===== src/rtl/shift_sub_divide.sv =====
// Sequential signed fixed-point divider: quotient = (dividend << NFRAC) / divisor.
// Restoring shift-subtract, one quotient bit per clock, with sign/saturation applied on the final cycle.
module shift_sub_divide #(
  parameter int BITS  = 17,
  parameter int NFRAC = 8
) (
  input  logic                   clk,
  input  logic                   reset,
  input  logic                   in_valid,
  output logic                   in_ready,
  input  logic signed [BITS-1:0] dividend,
  input  logic signed [BITS-1:0] divisor,
  output logic                   out_valid,
  input  logic                   out_ready,
  output logic signed [BITS-1:0] quotient,
  output logic                   div_by_zero,
  output logic                   saturated
);

  localparam int N  = BITS + NFRAC;
  localparam int CW = $clog2(N);
  localparam logic [N-1:0] QMAX_POS = N'((1 << (BITS-1)) - 1);
  localparam logic [N-1:0] QMAX_NEG = N'(1 << (BITS-1));
  localparam logic signed [BITS-1:0] MAXV = {1'b0, {(BITS-1){1'b1}}};
  localparam logic signed [BITS-1:0] MINV = {1'b1, {(BITS-1){1'b0}}};

  typedef enum logic [1:0] {IDLE, CALC, FIN, DONE} state_t;

  state_t          state;
  logic            neg;
  logic            zero;
  logic            dvd_neg;
  logic [N-1:0]    work;
  logic [BITS-1:0] dvs;
  logic [BITS:0]   rem;
  logic [BITS:0]   trial;
  logic [CW-1:0]   cnt;
  logic            ge;
  logic [BITS+1:0] fin_res;

  // The most negative operand maps to 2^(BITS-1), which still fits unsigned BITS bits.
  function automatic logic [BITS-1:0] magnitude(input logic signed [BITS-1:0] v);
    logic [BITS-1:0] u;
    u = v;
    return u[BITS-1] ? (~u + 1'b1) : u;
  endfunction

  // Returns {quotient, div_by_zero, saturated} from the unsigned magnitude.
  function automatic logic [BITS+1:0] apply_sign_sat(
    input logic [N-1:0] q,
    input logic         neg_r,
    input logic         zero_r,
    input logic         dneg_r
  );
    logic [BITS-1:0] qs;
    if (zero_r)
      return {dneg_r ? MINV : MAXV, 2'b11};
    if (!neg_r && q > QMAX_POS)
      return {MAXV, 2'b01};
    if (neg_r && q > QMAX_NEG)
      return {MINV, 2'b01};
    qs = neg_r ? (~q[BITS-1:0] + 1'b1) : q[BITS-1:0];
    return {qs, 2'b00};
  endfunction

  assign in_ready  = (state == IDLE);
  assign out_valid = (state == DONE);
  assign trial     = {rem[BITS-1:0], work[N-1]};
  assign ge        = (trial >= {1'b0, dvs});
  assign fin_res   = apply_sign_sat(work, neg, zero, dvd_neg);

  always_ff @(posedge clk) begin
    if (reset) begin
      state       <= IDLE;
      quotient    <= '0;
      div_by_zero <= 1'b0;
      saturated   <= 1'b0;
    end else begin
      case (state)
        IDLE: if (in_valid) begin
          neg     <= dividend[BITS-1] ^ divisor[BITS-1];
          zero    <= (divisor == '0);
          dvd_neg <= dividend[BITS-1];
          work    <= {magnitude(dividend), {NFRAC{1'b0}}};
          dvs     <= magnitude(divisor);
          rem     <= '0;
          cnt     <= '0;
          state   <= CALC;
        end
        // work doubles as the dividend shifter and the quotient accumulator
        CALC: begin
          rem  <= ge ? (trial - {1'b0, dvs}) : trial;
          work <= {work[N-2:0], ge};
          cnt  <= cnt + 1'b1;
          if (cnt == CW'(N-1))
            state <= FIN;
        end
        FIN: begin
          quotient    <= $signed(fin_res[BITS+1:2]);
          div_by_zero <= fin_res[1];
          saturated   <= fin_res[0];
          state       <= DONE;
        end
        DONE: if (out_ready)
          state <= IDLE;
        default: state <= IDLE;
      endcase
    end
  end

endmodule


===== config.mk =====
export PLATFORM = sky130hd
export DESIGN_NAME = shift_sub_divide
export DESIGN_NICKNAME = d
export VERILOG_FILES = /design/src/rtl/shift_sub_divide.sv
export SDC_FILE = /design/constraint.sdc
export NUM_CORES = 1
export LEC_CHECK = 0
export ABC_AREA = 1
export BUFFER_PORTS_ARGS = -buffer_cell sky130_fd_sc_hd__buf_2
export CAP_MARGIN = 20
export CORE_ASPECT_RATIO = 1.4
export CORE_MARGIN = 2
export CORE_UTILIZATION = 50
export CTS_CLUSTER_DIAMETER = 150
export DETAILED_ROUTE_END_ITERATION = 16
export PLACE_DENSITY = 0.76
export SYNTH_ARGS = -nofsm -noshare
export SYNTH_HDL_FRONTEND = slang
export SYNTH_SLANG_ARGS = --single-unit
export TNS_END_PERCENT = 10

===== constraint.sdc =====
create_clock -name clk -period 4.2 [get_ports clk]
set_clock_uncertainty 0.15 [all_clocks]
set_input_delay 0 -clock clk [delete_from_list [all_inputs] [get_ports clk]]
set_output_delay 0 -clock clk [all_outputs]
set_load 0.05 [all_outputs]

==> results.toml <==
[synthesis]
yosys.area.top_type = "edfxtp_1"
seq_area_frac_synth_pct = 39.0
synth_cell_types = 43
synthCells = 874
synth_area_leaders = "edfxtp_1, nand2_1, nor2_1"
async_flop_share_pct = 0
synth_ff_type = "edfxtp_1"
synth_edf_count = 67
netlist.area_leader.share_pct = 32.3
syn_area_um2 = 6240
post-synth-top-count-cell = "nand2_1"
avgSynthCellArea_um2 = 7.14
synth_fp_nets = 941
synth_common_cells = "nand2_1, nor2_1, inv_1, edfxtp_1, nand3_1"
ys_ff_latch = 88
yosys_warnings = 0

[worst_setup_path]
worst-setup-path-type = "register to register"
required_ns = 4.14
start_kind = "register"
endpoint_kind = "register"
path_max_fanout = 13
crit_start = "work[24]"
arrival_ns = 2.60
rr_startpoint = "work[24]"

[clocking]
cts_tree = "done"
cts_buffer_depth = 2
insertion_delay_ns = 0.34
postCtsSetupBuffers = 0
cts_buffers = 9
ctsHtreeMaxLevel = 3
ctsHoldBuffers = 35
root_buffer = "clkbuf_16"
cts.sinks = 88
path_clk_slew_ns = 0.06
cts-resized-gates = 0

[place]
post-place-cells = 1062
gp_congestion = 0.981
dp_slack_ns = 1.58
placed_area_um2 = 6630
hpwl_um = 11300
portBuffers = 58

[pwr]
p_leak_nw = 3.58
power_density_nw_per_um2 = 580
p_total_mw = 4.22
ir_drop_mv = 0.237

[sta]
fmax_mhz = 376
slew_violations = 0
min_period_ns = 2.66
tightest_slew_ns = 0.784
rsz0062_at_grt = "no"
whs_ns = 0.0253
max_slew_margin_pct = 47.6
setup_viol = 0
min_period_over_period_pct = 63.3
worst_slack_ns = 1.54
hold_viol_final = 0
setup-tns-final_ns = 0

[routing]
via_per_inst = 5.18
post_drt_wl_per_cell_um = 13.9
vias = 5776
wl_um = 15500
dr.first_iter.drc_count = 406
firstDrtPassIters = 5
final_antenna_net_count = 0
drc = 0

[floorplanning]
start_util_pct = 50.9
io_pins = 59
die_y_um = 136
rows = 48
core_area_um2 = 12300
die_w_um = 98.4
die_area_um2 = 13400

[final_layout]
layout.nets = 1026
antenna_cells = 0
drive_above_1_share_pct = 10.5
syn_to_final_growth_pct = 16.6
final_cells = 1114
final_area_um2 = 7270
finish.utilization_pct = 59.4

[global_routing]
antenna_found_initial = 0
grt_pass1_vias = 5438
grt_pass1_wl_um = 25100
track_usage_pct = 23.3
grt-ovfl-total = 0
grt_max_degree = 43

[outcome]
status = "finished, final reports clean"

[run]
maxCapViolations = 0

[hold_path]
hold_class = "input pin to register"
min_from = "in_valid"
## flip-flops by register name, indices dropped and copies added (netlist names), 2 cells and up
| register | count |
|---|---|
| cnt | 5 |
| dvs | 17 |
| quotient | 17 |
| rem | 17 |
| state | 2 |
| work | 25 |
## area by class of cell
type                       count  area (um2)
clock inverter                 6        36.3
fill                        1154        4980
multi-input combinational    627        3190
sequential                    88        2430
inverter                     136         513
timing repair buffer          97         688
tap                          150         188
clock buffer                  10         229
## layer usage
metal | global-route usage, % | part of all wire [%] | vias up
met5 | 0 | 0 | -
met3 | 3.60 | 3.7 | 45
li1 | - | - | 2962
met1 | 27.2 | 41 | 2596
met4 | 10.7 | 4.0 | 0
met2 | 41.7 | 52 | 173
## final timing paths
kind,to,slack (ns),cells past startpoint
worst max-delay path,work[0],1.54,14
worst min-delay path,state[1],0.03,4
worst max register to register,work[0],1.54,14
worst min register to register,div_by_zero,0.33,2
## critical path: stages, from the launching register on
cell and delay (ns):
edfxtp_1 0.41, inv_1 0.10, ha_1 0.17, inv_1 0.08, fa_1 0.41, inv_1 0.09, nor2_2 0.05, o21bai_1 0.11
nand2_1 0.11, nand2_1 0.11, nand2_2 0.08, nand2_4 0.15, nand2_4 0.12, inv_4 0.21, nor2_1 0.06
## cell usage in the layout (no fill, tap or decap), types with 5 or more instances in the layout
master         count
o21ai_0           39
buf_2             58
xnor2_1            5
nor3_1            12
nand3b_1          20
xor2_1            23
nand2_1          224
nand4_1            9
dlygate4sd3_1     35
nor2_2            13
nor2_1           133
edfxtp_1          67
inv_1            133
dfxtp_1           21
nand3_1           67
clkbuf_16         10
a21oi_1           27
ha_1              28
## report_power, final
group	internal [mW]	switching [mW]	leakage (nW)
Clock	0.396	0.328	0.118
Combinational	0.646	1.37	2.66
Sequential	1.28	0.192	0.807
Total	2.32	1.89	3.58
## cells by family after synthesis
logic type / share of synthesized area (%)
AOI/OAI and AO/OA: 7.00
DFF: 39.0
and+or+nand+nor: 34.0
adders and majority gates: 5.94
buffers and inverters: 10.1
xor gates and xnor gates: 3.93
(Power assumes the default switching activity.)
